[config.mk]
export PLATFORM = sky130hd
export DESIGN_NAME = wb_pipe
export DESIGN_NICKNAME = d
export VERILOG_FILES = /design/src/rtl/wb_pipe.sv
export SDC_FILE = /design/constraint.sdc
export NUM_CORES = 1
export LEC_CHECK = 0
export CAP_MARGIN = 20
export CORE_ASPECT_RATIO = 1.1
export CORE_MARGIN = 4
export CORE_UTILIZATION = 50
export CTS_CLUSTER_SIZE = 28
export DETAILED_ROUTE_END_ITERATION = 10
export PLACE_DENSITY_LB_ADDON = 0.1
export SYNTH_ARGS = -nofsm -noshare
export SYNTH_HDL_FRONTEND = slang
export SYNTH_SLANG_ARGS = --single-unit
[constraint.sdc]
create_clock -name clk -period 4.45 [get_ports clk]
set_input_delay 1.335 -clock clk [delete_from_list [all_inputs] [get_ports clk]]
set_output_delay 1.335 -clock clk [all_outputs]
set_load 0.005 [all_outputs]
[src/rtl/wb_pipe.sv]
// Result-path pipeline from execute to the register file write port.
// Tracks valid entries, supports stall/flush, youngest-first forwarding and retire counting.
module wb_pipe #(
    parameter int unsigned DATA_W = 64,
    parameter int unsigned ADDR_W = 5,
    parameter int unsigned STAGES = 3,
    parameter int unsigned NUM_RD = 2,
    parameter int unsigned CNT_W  = 32
) (
    input  logic                       clk,
    input  logic                       rst,
    input  logic                       in_valid_i,
    output logic                       in_ready_o,
    input  logic                       in_rd_ena_i,
    input  logic [ADDR_W-1:0]          in_rd_addr_i,
    input  logic [DATA_W-1:0]          in_rd_data_i,
    input  logic                       stall_i,
    input  logic                       flush_i,
    output logic                       w_ena_o,
    output logic [ADDR_W-1:0]          w_addr_o,
    output logic [DATA_W-1:0]          w_data_o,
    input  logic [NUM_RD*ADDR_W-1:0]   rs_addr_i,
    output logic [NUM_RD-1:0]          fwd_hit_o,
    output logic [NUM_RD*DATA_W-1:0]   fwd_data_o,
    output logic [3:0]                 occupancy_o,
    output logic [CNT_W-1:0]           retired_o
);

    localparam int unsigned Old = STAGES - 1;

    logic [STAGES-1:0] valid_q;
    logic [STAGES-1:0] rd_ena_q;
    logic [ADDR_W-1:0] rd_addr_q [STAGES];
    logic [DATA_W-1:0] rd_data_q [STAGES];
    logic [CNT_W-1:0]  retired_q;

    always_ff @(posedge clk or negedge rst) begin
        if (!rst) begin
            valid_q   <= '0;
            rd_ena_q  <= '0;
            retired_q <= '0;
            for (int k = 0; k < int'(STAGES); k++) begin
                rd_addr_q[k] <= '0;
                rd_data_q[k] <= '0;
            end
        end else begin
            if (w_ena_o) begin
                retired_q <= retired_q + CNT_W'(1);
            end
            // Flush only clears valid; stale data is masked everywhere by valid.
            if (flush_i) begin
                valid_q <= '0;
            end else if (!stall_i) begin
                valid_q[0]   <= in_valid_i;
                rd_ena_q[0]  <= in_rd_ena_i;
                rd_addr_q[0] <= in_rd_addr_i;
                rd_data_q[0] <= in_rd_data_i;
                for (int k = 1; k < int'(STAGES); k++) begin
                    valid_q[k]   <= valid_q[k-1];
                    rd_ena_q[k]  <= rd_ena_q[k-1];
                    rd_addr_q[k] <= rd_addr_q[k-1];
                    rd_data_q[k] <= rd_data_q[k-1];
                end
            end
        end
    end

    assign in_ready_o = !stall_i;
    assign retired_o  = retired_q;
    assign w_ena_o    = valid_q[Old] && rd_ena_q[Old] && (rd_addr_q[Old] != '0) && !stall_i;

    always_comb begin
        w_addr_o = '0;
        w_data_o = '0;
        if (valid_q[Old]) begin
            w_addr_o = rd_addr_q[Old];
            w_data_o = rd_data_q[Old];
        end
    end

    always_comb begin
        occupancy_o = '0;
        for (int k = 0; k < int'(STAGES); k++) begin
            occupancy_o = occupancy_o + 4'(valid_q[k]);
        end
    end

    // Scan oldest to youngest so the youngest match wins by overwriting.
    always_comb begin
        fwd_hit_o  = '0;
        fwd_data_o = '0;
        for (int j = 0; j < int'(NUM_RD); j++) begin
            for (int k = int'(STAGES) - 1; k >= 0; k--) begin
                if (valid_q[k] && rd_ena_q[k]
                    && (rs_addr_i[j*ADDR_W +: ADDR_W] != '0)
                    && (rd_addr_q[k] == rs_addr_i[j*ADDR_W +: ADDR_W])) begin
                    fwd_hit_o[j]                   = 1'b1;
                    fwd_data_o[j*DATA_W +: DATA_W] = rd_data_q[k];
                end
            end
        end
    end

endmodule
==> metrics.txt <==
# TYPE chip_impl_metric gauge
chip_impl_info{name="status",value="finished, final reports clean"} 1
chip_impl_info{name="critical-path-slowest-cell",value="nor3b_4"} 1
chip_impl_info{name="rsz0062_at_grt",value="yes"} 1
chip_impl_metric{name="postRouteAntennaNets",unit=""} 0
chip_impl_metric{name="skew",unit="ns"} 0.0112
chip_impl_info{name="tritoncts",value="built"} 1
chip_impl_metric{name="detail_route.wl_per_cell",unit="um"} 22.0
chip_impl_metric{name="req_time_crit_path",unit="ns"} 3.12
chip_impl_info{name="synth_top_flop_cell",value="dfrtp_1"} 1
chip_impl_metric{name="cp.depth",unit=""} 10
chip_impl_metric{name="placement.cell_area",unit="mm^2"} 0.0171
chip_impl_metric{name="ff_latch_count_synth",unit=""} 245
chip_impl_metric{name="coreArea",unit="mm^2"} 0.0254
chip_impl_metric{name="synth_compound_area_share",unit="%"} 6.86
chip_impl_info{name="ctsRootBufferMaster",value="clkbuf_16"} 1
chip_impl_metric{name="htreeDepth",unit=""} 1
chip_impl_metric{name="cts_buf_count",unit=""} 27
chip_impl_metric{name="die_height",unit="um"} 177
chip_impl_metric{name="detail_route.iter0.violations",unit=""} 1148
chip_impl_metric{name="synth.cell_area",unit="mm^2"} 0.0130
chip_impl_metric{name="post-route-drc-count",unit=""} 0
chip_impl_metric{name="grt.total_usage",unit="%"} 30.3
chip_impl_metric{name="fmaxAchievable",unit="GHz"} 0.225
chip_impl_metric{name="finalCritPeriodShare",unit="%"} 99.8
chip_impl_metric{name="layout.area.seq",unit="mm^2"} 0.00613
chip_impl_metric{name="globalRouteOverflowTotal",unit=""} 0
chip_impl_metric{name="synth_simple_gate_area_share",unit="%"} 19.8
chip_impl_metric{name="synth_seq_area_share",unit="%"} 47.2
chip_impl_metric{name="initial_utilization",unit="%"} 51.1
chip_impl_info{name="worst_setup_path_startpoint",value="rs_addr_i[1]"} 1
chip_impl_metric{name="count_of_flip_flops_with_a_built_in_enable_after_synthesis",unit=""} 0
chip_impl_metric{name="grt_antenna_before_repair",unit=""} 2
chip_impl_metric{name="num-nets-final",unit=""} 1788
chip_impl_info{name="critical-path-top-cell-by-count",value="buf_4"} 1
chip_impl_info{name="kind_of_cell_with_the_highest_combined_delay_on_the_critical_path",value="buffers and inverters"} 1
chip_impl_info{name="reg2reg_from",value="valid_q[2]"} 1
chip_impl_metric{name="grt_pass1_wl",unit="um"} 69500
chip_impl_info{name="critPathKind",value="in2out"} 1
chip_impl_metric{name="port_buffers",unit=""} 319
chip_impl_metric{name="postLayoutCellArea",unit="mm^2"} 0.0190
chip_impl_metric{name="path_max_fanout",unit=""} 9
chip_impl_metric{name="synthesis.yosys.warnings",unit=""} 0
chip_impl_metric{name="grt_start_max_net_pins",unit=""} 103
chip_impl_metric{name="synthCells",unit=""} 1324
chip_impl_metric{name="area_growth_syn_to_layout",unit="%"} 46.4
chip_impl_metric{name="number_of_iterations_in_the_first_detailed_routing_pass",unit=""} 5
chip_impl_metric{name="multi_input_area",unit="mm^2"} 0.00692
chip_impl_metric{name="slew-limit-headroom",unit="%"} 47.4
chip_impl_metric{name="first_global_vias",unit=""} 12700
chip_impl_info{name="commonest_cells_after_routing_fill_and_taps_aside",value="244 x dfrtp_1, 207 x mux2_2, 178 x clkdlybuf4s50_1"} 1
chip_impl_metric{name="power.ir.vdd_worst",unit="uV"} 305
chip_impl_metric{name="number_of_distinct_library_cells_after_synthesis",unit=""} 44
chip_impl_metric{name="synth_adder_area_share",unit="%"} 0.250
chip_impl_metric{name="path_buf_inv",unit=""} 5
chip_impl_info{name="main_combinational_cell_family_by_area_after_synthesis",value="simple AND/OR/NAND/NOR gates"} 1
chip_impl_metric{name="r2r_setup_slack",unit="ns"} 1.82
chip_impl_metric{name="register_clock_pin_slew_on_the_reported_worst_setup_and_hold_paths",unit="ns"} 0.05
chip_impl_metric{name="dp_hpwl",unit="um"} 26500
chip_impl_metric{name="worst_pin_slew",unit="ns"} 0.788
chip_impl_metric{name="postSynthAreaPerCell",unit="um^2"} 9.81
chip_impl_metric{name="fillers",unit=""} 1770
chip_impl_metric{name="fraction_of_synthesized_area_in_multiplexers",unit="%"} 18.2
chip_impl_metric{name="synthXorXnorAreaFrac",unit="%"} 3.71
chip_impl_metric{name="slew_violations",unit=""} 0
chip_impl_metric{name="power.leakage",unit="nW"} 8.06
chip_impl_info{name="timing.critical_path.from_type",value="primary input"} 1
chip_impl_metric{name="rr_worst_depth",unit=""} 7
chip_impl_metric{name="tritoncts_num_sinks",unit=""} 245
chip_impl_metric{name="insertion_delay",unit="ns"} 0.54
chip_impl_metric{name="die-area",unit="mm^2"} 0.0286
chip_impl_metric{name="critPathArrivalTime",unit="ns"} 3.11
chip_impl_metric{name="via_per_inst",unit=""} 5.94
chip_impl_metric{name="setup_viol",unit=""} 0
chip_impl_metric{name="fraction_of_final_layout_cells_sized_beyond_drive_strength_1",unit="%"} 35.5
chip_impl_info{name="hold_class",value="reg2reg"} 1
chip_impl_metric{name="final_period_minus_worst_setup_slack",unit="ns"} 4.44
chip_impl_metric{name="drv_cap",unit=""} 0
chip_impl_metric{name="pin_count",unit=""} 322
chip_impl_metric{name="routabilityCongestion",unit=""} 0.894
chip_impl_metric{name="cpPeakStageDelay",unit="ns"} 0.27
chip_impl_info{name="worstSetupEndpoint",value="fwd_data_o[46]"} 1
chip_impl_info{name="layout_commonest_cell",value="dfrtp_1"} 1
chip_impl_metric{name="fp-row-count",unit=""} 61
chip_impl_metric{name="synth_async_sr_flop_share",unit="%"} 100
chip_impl_info{name="worstSetupEndpointType",value="primary output"} 1
chip_impl_metric{name="final_hold_viol_count",unit=""} 0
chip_impl_metric{name="power-per-cell-area",unit="mW/mm^2"} 338
chip_impl_metric{name="max-clock-path-buffers",unit=""} 3
chip_impl_metric{name="detail_route.wirelength",unit="um"} 45600
chip_impl_metric{name="die_w",unit="um"} 162
chip_impl_metric{name="fin_setup_tns",unit="ns"} 0
chip_impl_info{name="r2r_end",value="retired_o[21]"} 1
chip_impl_metric{name="via_count",unit=""} 12300
chip_impl_metric{name="dpl.cell_count",unit=""} 1960
chip_impl_info{name="crit_chain",value="buf_4 -> buf_4 -> xnor2_2 -> nand4_1 -> nor3b_4 -> buf_4 -> buf_12 -> nand3_1 -> a31oi_1 -> clkdlybuf4s15_2"} 1
chip_impl_metric{name="finalNonFillerCells",unit=""} 2070
-- synth_stat cells, types with 3 or more instances --
cell	count	share of area, %
a31oi_1	128	6.2
and2_1	69	3.3
and3_1	3	0.14
and4_1	4	0.27
buf_1	14	0.40
buf_2	34	1.3
buf_4	3	0.17
clkbuf_1	54	1.6
dfrtp_1	245	47
inv_1	15	0.43
mux2_2	207	18
mux2i_1	3	0.23
nand2_1	148	4.3
nand3_1	145	5.6
nand4_1	11	0.53
nor2_1	142	4.1
nor3_1	4	0.15
nor3_2	5	0.39
nor4_1	5	0.24
o21ai_0	5	0.19
xnor2_1	33	2.2
xor2_1	22	1.5
-- sequential cells by signal (all words and copies together) (netlist names) --
register and flops:
valid_q 3, rd_ena_q 3, rd_data_q 192, rd_addr_q 15, retired_o 32
-- cells by family (layout without fill, tap and decap cells) --
family / Yosys count / in the layout
XOR/XNOR: 55 / 55
AO/OA/AOI/OAI: 141 / 141
flip-flops: 245 / 245
other: 1 / 4
AND/OR/NAND/NOR: 548 / 548
multiplexers: 210 / 210
buffers and inverters: 122 / 519
adder cells (fa/ha/maj): 2 / 2
-- worst reg2reg max path: stages, from the launching register on --
cell      delay, ns
dfrtp_2        0.41
buf_4          0.58
and3b_1        0.27
buf_4          0.14
o211ai_1       0.11
nor4_1         0.65
nand4_1        0.20
xnor2_1        0.15
-- where the power goes --
part	total (mW)	internal, mW	switching (mW)
sequential	3.27	2.69	0.579
clock	2.28	1.37	0.914
combinational	0.878	0.565	0.312
-- per-stage QoR --
step | power [mW] | utilization, % | hold WS [ns] | setup WS [ns]
2_1_floorplan | 3.63 | - | 0.465 | 0.459
3_3_place_gp | 4.03 | 67.4 | 0.456 | -0.825
3_5_place_dp | 4.08 | 67.4 | 0.484 | -0.810
4_1_cts | 6.39 | 74.5 | 0.492 | 0.00152
5_1_grt | 6.69 | 74.9 | 0.495 | -0.0889
6_report | 6.43 | 74.9 | 0.480 | 0.00714
-- what timing repair did --
action,in CTS,in global routing
gates resized for setup,520,154
gates cloned,19,5
hold buffers,0,0
setup buffers,44,2
endpoints found under the setup margin,130,126
pin swaps,92,42
-- cell type report --
class / instances / area share [%]
antenna: 2 / 0.0263
inverter: 16 / 0.316
tap: 346 / 2.28
multi-input combinational: 958 / 36.4
clock buffer: 41 / 4.25
clock inverter: 9 / 0.559
sequential: 245 / 32.2
timing repair buffer: 453 / 24.0
-- worst min path at each step --
stage	from	endpoint	slack [ns]	cells after the start
CTS	retired_o[31]	retired_o[31]	0.49	1
global route	retired_o[31]	retired_o[31]	0.50	1
global placement	retired_o[31]	retired_o[31]	0.46	1
floorplan	retired_o[31]	retired_o[31]	0.46	1
finish	retired_o[31]	retired_o[31]	0.48	1
detailed placement	retired_o[31]	retired_o[31]	0.48	1
-- routing by layer --
metal  track usage (%)  up-vias  share of wire (%)
li1                  -     5411                  -
met1              37.2     6010                 37
met4              13.3        2                4.8
met5                 0        -              0.029
met3              6.22      160                9.1
met2              51.9      720                 49
Power figures use the tool's default switching activity.
